`src/rtl/dct_addr_pkg.sv`:
```
// Shared definitions for the DCT transpose-buffer address sequencer:
// scan mode encodings and the sequencer state type.
package dct_addr_pkg;

    localparam logic [1:0] MODE_LIN = 2'b00;
    localparam logic [1:0] MODE_TRN = 2'b01;
    localparam logic [1:0] MODE_DIR = 2'b10;
    localparam logic [1:0] MODE_SRP = 2'b11;

    typedef enum logic [1:0] {
        ST_IDLE   = 2'd0,
        ST_SCAN   = 2'd1,
        ST_DIRECT = 2'd2
    } seq_state_e;

endpackage

```
`src/rtl/onehot_dec.sv`:
```
// Combinational binary-to-one-hot decoder with enable; output is all-zero
// when en is low.
module onehot_dec #(
    parameter int ADDR_W = 6
) (
    input  logic                     en,
    input  logic [ADDR_W-1:0]        bin,
    output logic [(1<<ADDR_W)-1:0]   onehot
);

    always_comb begin
        onehot = '0;
        if (en) onehot[bin] = 1'b1;
    end

endmodule

```
`src/rtl/onehot_addr_sequencer.sv`:
```
// Registered one-hot address sequencer for the 8x8 DCT transpose buffer:
// linear, transposed or direct access. Define ONEHOT_SEQ_SERPENTINE_EN to make mode 11 serpentine.
module onehot_addr_sequencer
    import dct_addr_pkg::*;
#(
    parameter int ADDR_W = 6,
    parameter int COL_W  = 3
) (
    input  logic                     clk,
    input  logic                     rst,
    input  logic                     start,
    input  logic [1:0]               mode,
    input  logic [ADDR_W-1:0]        dir_addr,
    input  logic                     dir_valid,
    input  logic                     adv,
    output logic [(1<<ADDR_W)-1:0]   sel,
    output logic                     sel_valid,
    output logic [ADDR_W-1:0]        addr,
    output logic                     busy,
    output logic                     frame_done
);

    localparam int                N    = 1 << ADDR_W;
    localparam logic [ADDR_W-1:0] LAST = {ADDR_W{1'b1}};

    generate
        if (ADDR_W != 2 * COL_W) begin : g_bad_params
            $error("onehot_addr_sequencer: transposed scan needs ADDR_W == 2*COL_W");
        end
    endgenerate

    function automatic logic [ADDR_W-1:0] map_addr(input logic [1:0] md,
                                                   input logic [ADDR_W-1:0] c);
        logic [ADDR_W-1:0] r;
        r = c;
        case (md)
            MODE_TRN: r = {c[COL_W-1:0], c[ADDR_W-1:COL_W]};
`ifdef ONEHOT_SEQ_SERPENTINE_EN
            // odd rows run their columns backwards
            MODE_SRP: r = {c[ADDR_W-1:COL_W], c[COL_W] ? ~c[COL_W-1:0] : c[COL_W-1:0]};
`endif
            default:  r = c;
        endcase
        return r;
    endfunction

    seq_state_e              state_q, state_d;
    logic [ADDR_W-1:0]       cnt_q, cnt_d, cnt_inc;
    logic [1:0]              mode_q, mode_d;
    logic [ADDR_W-1:0]       addr_p0, addr_p1;
    logic                    vld_p0, vld_p1;
    logic [N-1:0]            sel_p0, sel_p1;
    logic                    last_acc;

    assign cnt_inc = cnt_q + ADDR_W'(1);

    // p0: next strobe address/valid from the control state and handshake
    always_comb begin
        state_d  = state_q;
        cnt_d    = cnt_q;
        mode_d   = mode_q;
        addr_p0  = addr_p1;
        vld_p0   = vld_p1;
        last_acc = 1'b0;
        case (state_q)
            ST_IDLE: begin
                if (mode == MODE_DIR && dir_valid) begin
                    state_d = ST_DIRECT;
                    mode_d  = mode;
                    addr_p0 = dir_addr;
                    vld_p0  = 1'b1;
                end else if (mode != MODE_DIR && start) begin
                    state_d = ST_SCAN;
                    mode_d  = mode;
                    cnt_d   = '0;
                    addr_p0 = map_addr(mode, '0);
                    vld_p0  = 1'b1;
                end
            end
            ST_SCAN: begin
                if (adv) begin
                    if (cnt_q == LAST) begin
                        last_acc = 1'b1;
                        state_d  = ST_IDLE;
                        cnt_d    = '0;
                        addr_p0  = '0;
                        vld_p0   = 1'b0;
                    end else begin
                        cnt_d   = cnt_inc;
                        addr_p0 = map_addr(mode_q, cnt_inc);
                    end
                end
            end
            ST_DIRECT: begin
                if (adv) begin
                    state_d = ST_IDLE;
                    addr_p0 = '0;
                    vld_p0  = 1'b0;
                end
            end
            default: begin
                state_d = ST_IDLE;
                cnt_d   = '0;
                addr_p0 = '0;
                vld_p0  = 1'b0;
            end
        endcase
    end

    onehot_dec #(.ADDR_W(ADDR_W)) u_dec (
        .en     (vld_p0),
        .bin    (addr_p0),
        .onehot (sel_p0)
    );

    // p1: registered strobe presented downstream
    always_ff @(posedge clk) begin
        if (rst) begin
            state_q <= ST_IDLE;
            cnt_q   <= '0;
            mode_q  <= MODE_LIN;
            addr_p1 <= '0;
            vld_p1  <= 1'b0;
            sel_p1  <= '0;
        end else begin
            state_q <= state_d;
            cnt_q   <= cnt_d;
            mode_q  <= mode_d;
            addr_p1 <= addr_p0;
            vld_p1  <= vld_p0;
            sel_p1  <= sel_p0;
        end
    end

    assign sel        = sel_p1;
    assign addr       = addr_p1;
    assign sel_valid  = vld_p1;
    assign busy       = (state_q != ST_IDLE);
    assign frame_done = last_acc & ~rst;

endmodule

```
`config.mk`:
```
export PLATFORM = sky130hd
export DESIGN_NAME = onehot_addr_sequencer
export DESIGN_NICKNAME = d
export VERILOG_FILES = /design/src/rtl/dct_addr_pkg.sv /design/src/rtl/onehot_dec.sv /design/src/rtl/onehot_addr_sequencer.sv
export SDC_FILE = /design/constraint.sdc
export NUM_CORES = 1
export LEC_CHECK = 0
export BUFFER_PORTS_ARGS = -buffer_cell sky130_fd_sc_hd__buf_2
export CAP_MARGIN = 10
export CELL_PAD_IN_SITES_DETAIL_PLACEMENT = 0
export CELL_PAD_IN_SITES_GLOBAL_PLACEMENT = 2
export CORE_MARGIN = 2
export CORE_UTILIZATION = 32
export DETAILED_ROUTE_END_ITERATION = 10
export GPL_TIMING_DRIVEN = 0
export PLACE_DENSITY = 0.89
export SLEW_MARGIN = 10
export SYNTH_ARGS = -nofsm -noshare
export SYNTH_HDL_FRONTEND = slang
export SYNTH_SLANG_ARGS = --single-unit
```
`constraint.sdc`:
```
create_clock -name clk -period 4.87 [get_ports clk]
set_input_delay 0.2435 -clock clk [delete_from_list [all_inputs] [get_ports clk]]
set_output_delay 0.2435 -clock clk [all_outputs]
set_load 0.02 [all_outputs]
```
# Word-level counts from Yosys, hierarchy flattened
# Cells that the tools add are included.
# W data, S select, Z words.
# totals
ff_bits	81
inputBits	13
out_inout_bits	73
wordCells	66
# classes
n_addsub	1
order_cmp	2
eq_ne	12
muxes	31
bitwise	4
reduce_logical	10
# op_table
op	n
$mux W6	10
$pmux W6 S3	2
$mux W2	7
$ne A2 B2 Y1 const B	6
$mux W1	9
$reduce_and A4 Y1	2
$lt A6 B7 Y1 const B	1
$add A6 B1 Y6 const B	1
$demux W1 S6	1
$eq A6 B6 Y1 const B	1
$ge A6 B1 Y1 const B	1
$pmux W2 S3	1
$eq A2 B1 Y1 const B	2
$eq A2 B2 Y1 const B	2
$reduce_bool A2 Y1	2
$logic_and A1 B1 Y1	3
$ne A3 B3 Y1 const B	1
$not A1 Y1	3
$pmux W1 S3	1
$logic_not A2 Y1	1
$reduce_and A2 Y1	1
$reduce_or A2 Y1	1
$and A1 B1 Y1	1

# Logic depth before layout (Yosys ltp)
# Gate-level depths: netlist of run 1.
# logic_depth
ltp_word	9
ltp_mapped	9
depth_no_buf	7

# Cells and area by module
# Synthesis of run 1 repeated with hierarchy kept, for this count alone.
# hier_totals
cells_unflattened	384
hier_area_um2	3399.5
# by_module_without_submodules
module	instances	cells_per_inst	area_each_um2	seq_area_each_um2
onehot_addr_sequencer	1	285	2904.0	1621.6
onehot_dec	1	99	495.5	0.0

# Worst setup path before layout of run 1
# No wires, ideal clock.
# synth_timing
path_kind	reg2reg
start	register cnt_q[2]
end	register sel_p1[54], in the netlist sel[54]
setup_time_ns	0.074
arrival_ns	2.111
required_ns	4.796
slack_ns	2.685
stages_incl_launch_ff	10
n_path_buf	3
period_less_slack_ns	2.185
cell_sequence	dfxtp_1 -> and3_1 -> buf_4 -> and3_1 -> buf_4 -> mux2i_1 -> o31a_1 -> or3_1 -> buf_6 -> nor3_2
# synth_via
elab_chain_len	9
word_cells_on_any_way	16
classes_between	add/sub (1); order compare (2); eq/ne (1); mux (9); bitwise (1); reduce/logical (2)
# synth_rtl
item	line_no	source
start: declaration	onehot_addr_sequencer.sv:48	logic [ADDR_W-1:0] cnt_q, cnt_d, cnt_inc;
start signal: assignment	onehot_addr_sequencer.sv:127	cnt_q <= cnt_d;
$add A6 B1 Y6	onehot_addr_sequencer.sv:55	assign cnt_inc = cnt_q + ADDR_W'(1);
$mux W6	onehot_addr_sequencer.sv:36	case (md)
$mux W6	onehot_addr_sequencer.sv:82	if (cnt_q == LAST) begin
$mux W6	onehot_addr_sequencer.sv:81	if (adv) begin
$pmux W6 S3	onehot_addr_sequencer.sv:65	case (state_q)
$lt A6 B7 Y1 (not written as such) or $ge A6 B1 Y1 (tied branches)	onehot_dec.sv:13	if (en) onehot[bin] = 1'b1;
$logic_and A1 B1 Y1 (not written as such)	onehot_dec.sv:13	
$mux W1 (not written as such)	onehot_dec.sv:13	
$demux W1 S6	-	
end signal: assignment	onehot_addr_sequencer.sv:131	sel_p1 <= sel_p0;
end: declaration	onehot_addr_sequencer.sv:52	logic [N-1:0] sel_p0, sel_p1;
# Several ways; a longest one is shown, not always the timed one.
# A chain may end at the register's enable or synchronous reset.

# Worst setup path in the final report of run 1
# layout_timing
start	register cnt_q[0]
end	register sel_p1[35], in the netlist sel[35]
# The elaborated chain is that of the path after synthesis.

==> impl_metrics.py, run 1 <==
metrics = {
    "run_status": {
        "status": "completed",
    },
    "sta": {
        "rsz0062_at_grt": "false",
        "setup_viol_count_final": 0,
        "timing.final.crit_share_pct": 57.5,
        "min_period_ns": 2.80,
        "tns_ns": 0,
        "fmax_mhz": 357,
        "hold_ws_ns": 0.124,
        "drv_slew": 0,
        "fin_skew_ns": 0.00962,
        "hold_viol": 0,
        "tightest_slew_ns": 0.738,
        "slew_headroom_pct": 50.8,
    },
    "yosys": {
        "netlist-cell-type-count": 46,
        "synth-edff-count": 0,
        "synthCells": 306,
        "async_flop_share_pct": 0,
        "avgSynthCellArea_sq_um": 9.37,
        "yosys_register_bits": 81,
        "syn_area_sq_um": 2870,
        "yosysSeqAreaShare_pct": 56.5,
        "ys_warn_count": 0,
        "synth_ff_type": "dfxtp_1",
        "synth_nets": 320,
    },
    "drt": {
        "ant_nets": 0,
        "vias": 2524,
        "via_per_inst": 4.91,
        "first_pass_iters": 4,
        "drcViolationCount": 0,
        "wire_per_inst_um": 14.8,
        "wl_mm": 7.63,
        "drt_iter0_drc": 105,
    },
    "global_routing": {
        "grt_max_degree": 15,
        "top_usage_layer": "met2",
        "grt_pass1_wl_mm": 12.4,
        "grt_util_met1_pct": 21.4,
        "antenna_found_initial": 0,
        "grt_usage_pct": 16.1,
        "gr-usage-met2_pct": 25.7,
        "grt_pass1_vias": 2444,
        "use_met3_pct": 4.89,
        "overflow": 0,
    },
    "final_layout": {
        "final_cell_mix": "buf_2 (86), dfxtp_1 (81), nor2_1 (57)",
        "fill_cells": 917,
        "layout_commonest_cell": "buf_2",
        "diodes": 0,
        "fin_util_pct": 41.2,
        "fin_area_sq_um": 3590,
        "finish.net_count": 415,
        "drive_above_1_share_pct": 26.8,
        "syn_to_final_growth_pct": 25.3,
    },
    "power_and_ir_drop": {
        "clkPwrFrac_pct": 34.7,
        "cellPowerDensity_nw_per_um2": 348,
        "seq_power_share_pct": 54.3,
        "swShare_pct": 28.3,
        "leakage_nw": 1.54,
        "fin_total_pwr_mw": 1.25,
        "ir_drop_mv": 0.124,
        "combPwrFrac_pct": 11.0,
        "p_int_uw": 896,
        "power_switching_uw": 353,
    },
    "critical_path": {
        "startpoint_type": "register",
        "crit_required_ns": 5.13,
        "cp_cell_sequence": "ha_1 -> and4_1 -> a21oi_1 -> o211a_1 -> a221oi_1 -> nand4_1 -> nor3_1",
        "crit_family": "simple AND/OR/NAND/NOR gates",
        "end_kind": "register",
        "cp_max_fo": 8,
        "r2r_setup_slack_ns": 2.07,
        "cpPeakStageDelay_ns": 0.60,
        "critPathKind": "reg -> reg",
        "critPathSlowestCell": "a221oi_1",
        "cp.arrival_ns": 3.06,
        "critical_path_buf_inv_count": 0,
    },
    "floorplanning": {
        "coreArea_sq_um": 8720,
        "die_area_sq_um": 9730,
        "fp.dieW_um": 98.7,
        "ioPinCount": 86,
        "num_rows": 34,
        "die_h_um": 98.7,
        "initial_core_util_pct": 32.9,
    },
    "worst_hold_path": {
        "worst_hold_path_type": "in -> reg",
    },
    "cts": {
        "cts-htree-levels": 3,
        "cts_buffers": 9,
        "cts_resized": 0,
        "path_clk_slew_ns": 0.09,
        "cts_hold_buf": 0,
        "clk_latency_ns": 0.35,
        "clk_path_buf_depth": 2,
        "post-cts-setup-buffers": 0,
        "root_buffer": "clkbuf_8",
        "tritoncts": "built",
        "cts.sinks": 81,
    },
    "place": {
        "dpl-instance-area_sq_um": 3420,
        "io_buffer_count": 84,
        "routabilityCongestion": 0.774,
        "dp_hpwl_mm": 5.71,
    },
    "run": {
        "cap_violations": 0,
    },
}
-- synth_stat cells, types with 2 or more instances --
cell type  count  area share, %
a221o_1        3            1.0
nand2_1       20            2.6
nor3_2         2           0.70
buf_2          2           0.35
nand2b_1       8            1.7
clkbuf_1       8            1.0
inv_1          4           0.52
a221oi_1       4            1.2
nand3b_1       5            1.3
and3_1         2           0.44
nor2_1        57            7.5
mux2i_1        4            1.4
nor3_1        29            5.1
a21oi_1       12            2.1
and3b_1        2           0.61
nand4_1       12            2.6
dfxtp_1       81             57
buf_4          2           0.52
o31a_1         2           0.61
or3_1          3           0.65
nor2b_1        2           0.44
o211a_1        2           0.70
xor2_1         2           0.61
o21ai_0        9            1.6
a211o_1        2           0.61
o2111ai_1      2           0.61
nand3_1        6            1.0
-- flip-flops by register name, indices dropped and copies added (netlist names) --
register / cells
sel: 64
state_q: 2
cnt_q: 6
addr: 6
sel_valid: 1
mode_q: 2
-- stage by stage --
step / instances / worst slack (ns)
final: 514 / 2.07
after global routing: 514 / 1.82
after detailed placement: 498 / 2.14
after floorplan: 306 / 2.68
after global placement: 498 / 2.14
after CTS: 514 / 2.09
-- layout make-up --
cell class	instances	area (sq um)	share of cell area [%]
multi-input combinational	208	1160	32.4
inverter	4	15.0	0.418
clock buffer	10	128	3.55
timing repair buffer	84	420	11.7
tap	108	135	3.76
clock inverter	6	43.8	1.22
sequential	81	1620	45.1
buffer	13	66.3	1.84
-- per-layer routing --
metal / part of all wire (%) / wire length (um)
met5: 0 / 0
met4: 1.0 / 76
met1: 48 / 3680
met3: 5.9 / 448
met2: 45 / 3420
-- path summary, 6_finish.rpt --
check                        startpoint                      end  cells after the start
setup / recovery  cnt_q[0]$_SDFFE_PP0P_       sel[35]$_SDFF_PP0_                      7
hold / removal                      rst  state_q[0]$_SDFFE_PP0P_                      2
setup reg to reg  cnt_q[0]$_SDFFE_PP0P_       sel[35]$_SDFF_PP0_                      7
hold reg to reg   cnt_q[1]$_SDFFE_PP0P_    cnt_q[1]$_SDFFE_PP0P_                      2
-- power groups by stage --
stage	clock [mW]	combinational, mW	sequential [mW]
floorplan	0	0.0869	0.699
global placement	0	0.137	0.693
detailed placement	0	0.137	0.693
CTS	0.442	0.138	0.678
global route	0.478	0.155	0.680
finish	0.434	0.138	0.678
-- cell families (layout without fill, tap and decap cells) --
family,count (synthesis),after routing,synth area share [%]
and+or+nand+nor,151,151,25.4
DFF,81,81,56.5
AOI/OAI and AO/OA,47,47,11.7
buffers and inverters,17,117,2.84
muxes,5,5,1.79
xor gates and xnor gates,3,3,0.916
adders and majority gates,2,2,0.785
No activity file was read; power rests on OpenSTA's default activity.
==> run 2, diff against run 1 <==
Settings changed: CORE_UTILIZATION 32 to 30, PLACE_DENSITY 0.89 to 0.85.
Clock period 4.87 ns to 2.81 ns, I/O delays scaled along.
==> run 2 against run 1 <==
Compared with the run above:
- sequential power is 74% higher
- highest routed layer unchanged
- cell count is 4.3% higher
- via count is 0.67% lower
- largest cell class unchanged
==> impl_metrics.py, run 2 (synthesis results as in run 1) <==
metrics = {
    "global_routing": {
        "grt_max_degree": 16,
        "grt_pass1_wl_mm": 12.3,
        "grt_pass1_vias": 2385,
        "antenna_found_initial": 0,
        "grt_usage_pct": 15.5,
        "overflow": 0,
    },
    "drt": {
        "wl_met3_um": 389,
        "vias": 2507,
        "dr_wl_met2_mm": 3.31,
        "drcViolationCount": 0,
        "first_pass_iters": 4,
        "wl_mm": 7.63,
        "ant_nets": 0,
        "via_per_inst": 4.68,
        "drt-met1-wl_mm": 3.83,
        "wire_per_inst_um": 14.2,
        "top_layer_used": "met4",
        "drt_iter0_drc": 114,
    },
    "power_and_ir_drop": {
        "leakage_nw": 1.57,
        "ir_drop_mv": 0.182,
        "fin_total_pwr_mw": 2.19,
        "cellPowerDensity_nw_per_um2": 598,
    },
    "worst_hold_path": {
        "worst_hold_path_type": "in -> reg",
    },
    "critical_path": {
        "cp_max_fo": 8,
        "end_kind": "register",
        "cp_cell_sequence": "ha_1 -> and4_1 -> nand2_1 -> nand2b_1 -> a21oi_1 -> nand4_1 -> nor3_1",
        "critPathSlowestCell": "a21oi_1",
        "critPathKind": "reg -> reg",
        "crit_required_ns": 3.08,
        "startpoint_type": "register",
        "cp.arrival_ns": 2.86,
        "crit_family": "simple AND/OR/NAND/NOR gates",
        "cpPeakStageDelay_ns": 0.47,
        "critical_path_buf_inv_count": 0,
    },
    "sta": {
        "slew_headroom_pct": 53.7,
        "setup_viol_count_final": 0,
        "tightest_slew_ns": 0.694,
        "min_period_ns": 2.59,
        "tns_ns": 0,
        "fmax_mhz": 386,
        "rsz0062_at_grt": "false",
        "timing.final.crit_share_pct": 92.3,
        "fin_skew_ns": 0.0121,
        "hold_viol": 0,
        "drv_slew": 0,
    },
    "final_layout": {
        "finish.net_count": 416,
        "layout_commonest_cell": "buf_2",
        "fill_cells": 951,
        "syn_to_final_growth_pct": 28.0,
        "fin_area_sq_um": 3670,
        "diodes": 0,
        "final_cell_mix": "buf_2 (86), dfxtp_1 (81), nor2_1 (56)",
        "drive_above_1_share_pct": 28.3,
        "largest_reg_flops": 64,
    },
    "run": {
        "cap_violations": 0,
    },
    "cts": {
        "clk_latency_ns": 0.36,
        "path_clk_slew_ns": 0.09,
        "clk_path_buf_depth": 2,
        "cts.sinks": 81,
        "cts_buffers": 9,
        "tritoncts": "built",
        "post-cts-setup-buffers": 0,
        "root_buffer": "clkbuf_8",
        "cts-htree-levels": 3,
    },
    "floorplanning": {
        "fp.dieW_um": 102,
        "coreArea_sq_um": 9240,
        "initial_core_util_pct": 31.0,
        "die_area_sq_um": 10400,
        "num_rows": 35,
        "ioPinCount": 86,
        "die_h_um": 102,
    },
    "place": {
        "dpl-instance-area_sq_um": 3450,
        "routabilityCongestion": 0.792,
        "io_buffer_count": 84,
        "dp_hpwl_mm": 5.73,
    },
    "run_status": {
        "status": "completed",
    },
}
## run 2: cell types whose count changed in the layout (fill, tap and decap cells not counted), sizes merged
cell,change
inv,+1
clkbuf,-1
dlygate4sd3,+1
clkinv,+1
clkinvlp,-1
## run 2: power breakdown
part | internal [mW] | leakage, nW | switching, mW
combinational | 0.0727 | 0.831 | 0.176
sequential | 1.16 | 0.654 | 0.0123
clock | 0.326 | 0.0822 | 0.445
total | 1.56 | 1.57 | 0.633
## run 2: final cells by class
cell class / instances / area (sq um) / share of cell area [%]
buffer: 13 / 68.8 / 1.87
clock buffer: 9 / 124 / 3.37
clock inverter: 7 / 53.8 / 1.47
inverter: 4 / 15.0 / 0.409
multi-input combinational: 208 / 1200 / 32.6
sequential: 81 / 1620 / 44.2
tap: 129 / 161 / 4.40
timing repair buffer: 85 / 430 / 11.7
## run 2: per-layer routing
metal | GRT usage, % | vias up
li1 | - | 1273
met1 | 21.4 | 1152
met2 | 23.3 | 74
met3 | 3.86 | 8
met4 | 5.61 | 0
met5 | 0 | -
## run 2: final timing paths
| kind | endpoint | from | depth (start not counted) | slack, ns |
|---|---|---|---|---|
| setup / recovery | sel[13]$_SDFF_PP0_ | cnt_q[0]$_SDFFE_PP0P_ | 7 | 0.22 |
| hold / removal | mode_q[0]$_SDFFE_PP0P_ | mode[0] | 3 | 0.04 |
| setup reg to reg | sel[13]$_SDFF_PP0_ | cnt_q[0]$_SDFFE_PP0P_ | 7 | 0.22 |
| hold reg to reg | cnt_q[1]$_SDFFE_PP0P_ | cnt_q[1]$_SDFFE_PP0P_ | 2 | 0.47 |
## run 2: repair_timing
item,in CTS,in global routing
endpoints found under the hold margin,1,0
setup endpoints to repair,0,45
gates resized for setup,0,9
hold buffers,1,0
## run 2: through the flow
step	hold WS [ns]	worst slack (ns)	cells	util (%)
after floorplan	0.219	0.625	306	-
after global placement	0.374	0.110	519	37.3
after detailed placement	0.364	0.0957	519	37.3
after CTS	0.0304	0.0651	536	39.4
after global routing	0.0525	0.0107	536	39.7
final	0.0415	0.217	536	39.7
## run 2: worst register-to-register path, stage by stage, from the launching register on
cell and delay, ns:
dfxtp_1 0.37, ha_1 0.29, and4_1 0.27, nand2_1 0.20, nand2b_1 0.18, a21oi_1 0.47, nand4_1 0.45, nor3_1 0.30
==> run 3, diff against run 2 <==
--- a/config.mk
+++ b/config.mk
@@ -15,3 +15,3 @@
 export GPL_TIMING_DRIVEN = 0
-export PLACE_DENSITY = 0.85
+export PLACE_DENSITY = 0.9
 export SLEW_MARGIN = 10
--- a/constraint.sdc
+++ b/constraint.sdc
@@ -3,2 +3,2 @@
 set_output_delay 0.1405 -clock clk [all_outputs]
-set_load 0.02 [all_outputs]
+set_load 0.1 [all_outputs]
==> run 3 against run 2 <==
Compared with the run above:
- register-to-register slack worse by 0.09 ns
- clock skew down 0.0023 ns
- cell area up 0.34%
- setup slack worse by 0.089 ns
- global-route usage down 0.91 points
- wire length down 1.1%
- largest cell class unchanged
- cell count up 0.56%
- clock-buffer cell count unchanged
- clock power down 1%
- sequential power about the same
- critical endpoint unchanged
- largest power group unchanged
- highest routed layer unchanged
- combinational power up 29%
==> impl_metrics.py, run 3 (synthesis results as in run 1) <==
metrics = {
    "critical_path": {
        "r2r_setup_slack_ns": 0.13,
        "crit_required_ns": 3.04,
        "startpoint_type": "register",
        "critPathKind": "reg -> reg",
        "r2r-start": "cnt_q[0]$_SDFFE_PP0P_",
        "timing.rr.end": "sel[13]$_SDFF_PP0_",
        "cp.arrival_ns": 2.91,
        "end_kind": "register",
        "r2r_cells": 8,
        "cp_max_fo": 10,
    },
    "worst_hold_path": {
        "worst_hold_path_type": "in -> reg",
        "hold_depth": 3,
        "holdPathEnd": "mode_q[0]$_SDFFE_PP0P_",
        "worstHoldStart": "mode[0]",
    },
    "sta": {
        "hold_viol": 0,
        "tightest_slew_ns": 0.666,
        "timing.final.crit_share_pct": 95.4,
        "fin_skew_ns": 0.00984,
        "slew_headroom_pct": 55.6,
        "drv_slew": 0,
        "fmax_mhz": 373,
        "min_period_ns": 2.68,
        "setup_viol_count_final": 0,
        "timing.final.ws_setup_ns": 0.128,
    },
    "run": {
        "cap_violations": 0,
    },
    "floorplanning": {
        "die_h_um": 102,
        "ioPinCount": 86,
        "die_area_sq_um": 10400,
        "fp.dieW_um": 102,
        "coreArea_sq_um": 9240,
        "initial_core_util_pct": 31.0,
        "num_rows": 35,
    },
    "drt": {
        "first_pass_iters": 5,
        "ant_nets": 0,
        "wire_per_inst_um": 14.0,
        "vias": 2520,
        "drcViolationCount": 0,
        "drt_iter0_drc": 113,
        "via_per_inst": 4.68,
        "wl_mm": 7.54,
    },
    "place": {
        "dp_hpwl_mm": 5.61,
        "dpl-instance-area_sq_um": 3450,
        "io_buffer_count": 84,
        "dp_cells": 519,
        "routabilityCongestion": 0.766,
        "post-place-ws_ns": 0.149,
    },
    "final_layout": {
        "fin_util_pct": 39.9,
        "layout_commonest_cell": "buf_2",
        "syn_to_final_growth_pct": 28.4,
        "drive_above_1_share_pct": 28.8,
        "diodes": 0,
        "final_cell_mix": "buf_2 (86), dfxtp_1 (81), nor2_1 (56)",
        "fin_cells": 539,
        "fin_area_sq_um": 3680,
        "finish.net_count": 419,
        "largest_reg_flops": 64,
    },
    "global_routing": {
        "grt_pass1_vias": 2227,
        "grt_max_degree": 16,
        "overflow": 0,
        "antenna_found_initial": 0,
        "grt_usage_pct": 14.6,
        "grt_pass1_wl_mm": 11.5,
    },
    "cts": {
        "clk_path_buf_depth": 2,
        "clk_latency_ns": 0.36,
        "cts-htree-levels": 3,
        "root_buffer": "clkbuf_8",
        "cts.sinks": 81,
        "path_clk_slew_ns": 0.09,
        "tritoncts": "built",
        "cts_buffers": 9,
    },
    "power_and_ir_drop": {
        "ir_drop_mv": 0.191,
        "leakage_nw": 1.57,
        "fin_total_pwr_mw": 2.26,
        "cellPowerDensity_nw_per_um2": 613,
    },
    "run_status": {
        "status": "completed",
    },
}
[run 3: how the worst max path moves through the flow]
stage	startpoint	end	slack, ns	depth (start not counted)
floorplan	state_q[0]$_SDFFE_PP0P_	sel[0]$_SDFF_PP0_	0.23	6
global placement	cnt_q[0]$_SDFFE_PP0P_	sel[37]$_SDFF_PP0_	0.14	7
detailed placement	cnt_q[0]$_SDFFE_PP0P_	sel[1]$_SDFF_PP0_	0.15	7
CTS	cnt_q[0]$_SDFFE_PP0P_	sel[1]$_SDFF_PP0_	0.10	7
global route	state_q[1]$_SDFFE_PP0P_	sel[37]$_SDFF_PP0_	-0.003	7
finish	cnt_q[0]$_SDFFE_PP0P_	sel[13]$_SDFF_PP0_	0.13	8
[run 3: timing repair]
action                                  4_1_cts  5_1_grt
setup buffers                                 0        3
endpoints found under the setup margin        0       32
hold buffers                                  1        0
resized for setup                             0        4
hold endpoints to repair                      1        0
[run 3: worst max-delay path, cell delays in order (launching register included)]
cell,delay (ns)
dfxtp_1,0.37
ha_1,0.31
and4_1,0.27
nand2_1,0.20
o2111ai_1,0.20
o211a_1,0.36
a21oi_1,0.32
clkbuf_1,0.39
nor3_1,0.12
[run 3: metrics by stage]
step                TNS [ns]  hold WS, ns
global route        -0.00596       0.0416
CTS                        0       0.0350
floorplan                  0        0.219
finish                     0       0.0414
global placement           0        0.373
detailed placement         0        0.371
[run 3: power breakdown]
part | switching, mW | internal, mW | total, mW
registers | 0.0125 | 1.16 | 1.18
clock network | 0.434 | 0.328 | 0.762
logic | 0.249 | 0.0716 | 0.321
[run 3: area by class of cell]
| cell class | count | area (sq um) |
|---|---|---|
| multi-input combinational | 208 | 1190 |
| fill | 942 | 5560 |
| sequential | 81 | 1620 |
| tap | 129 | 161 |
| clock buffer | 9 | 124 |
| buffer | 13 | 66.3 |
| inverter | 4 | 15.0 |
| clock inverter | 7 | 53.8 |
| timing repair buffer | 88 | 453 |
[run 3: layer usage]
layer	GRT usage, %	share of wire, %
met5	0	0
met4	5.20	1.3
met3	3.73	6.7
met2	20.7	43
met1	21.1	49
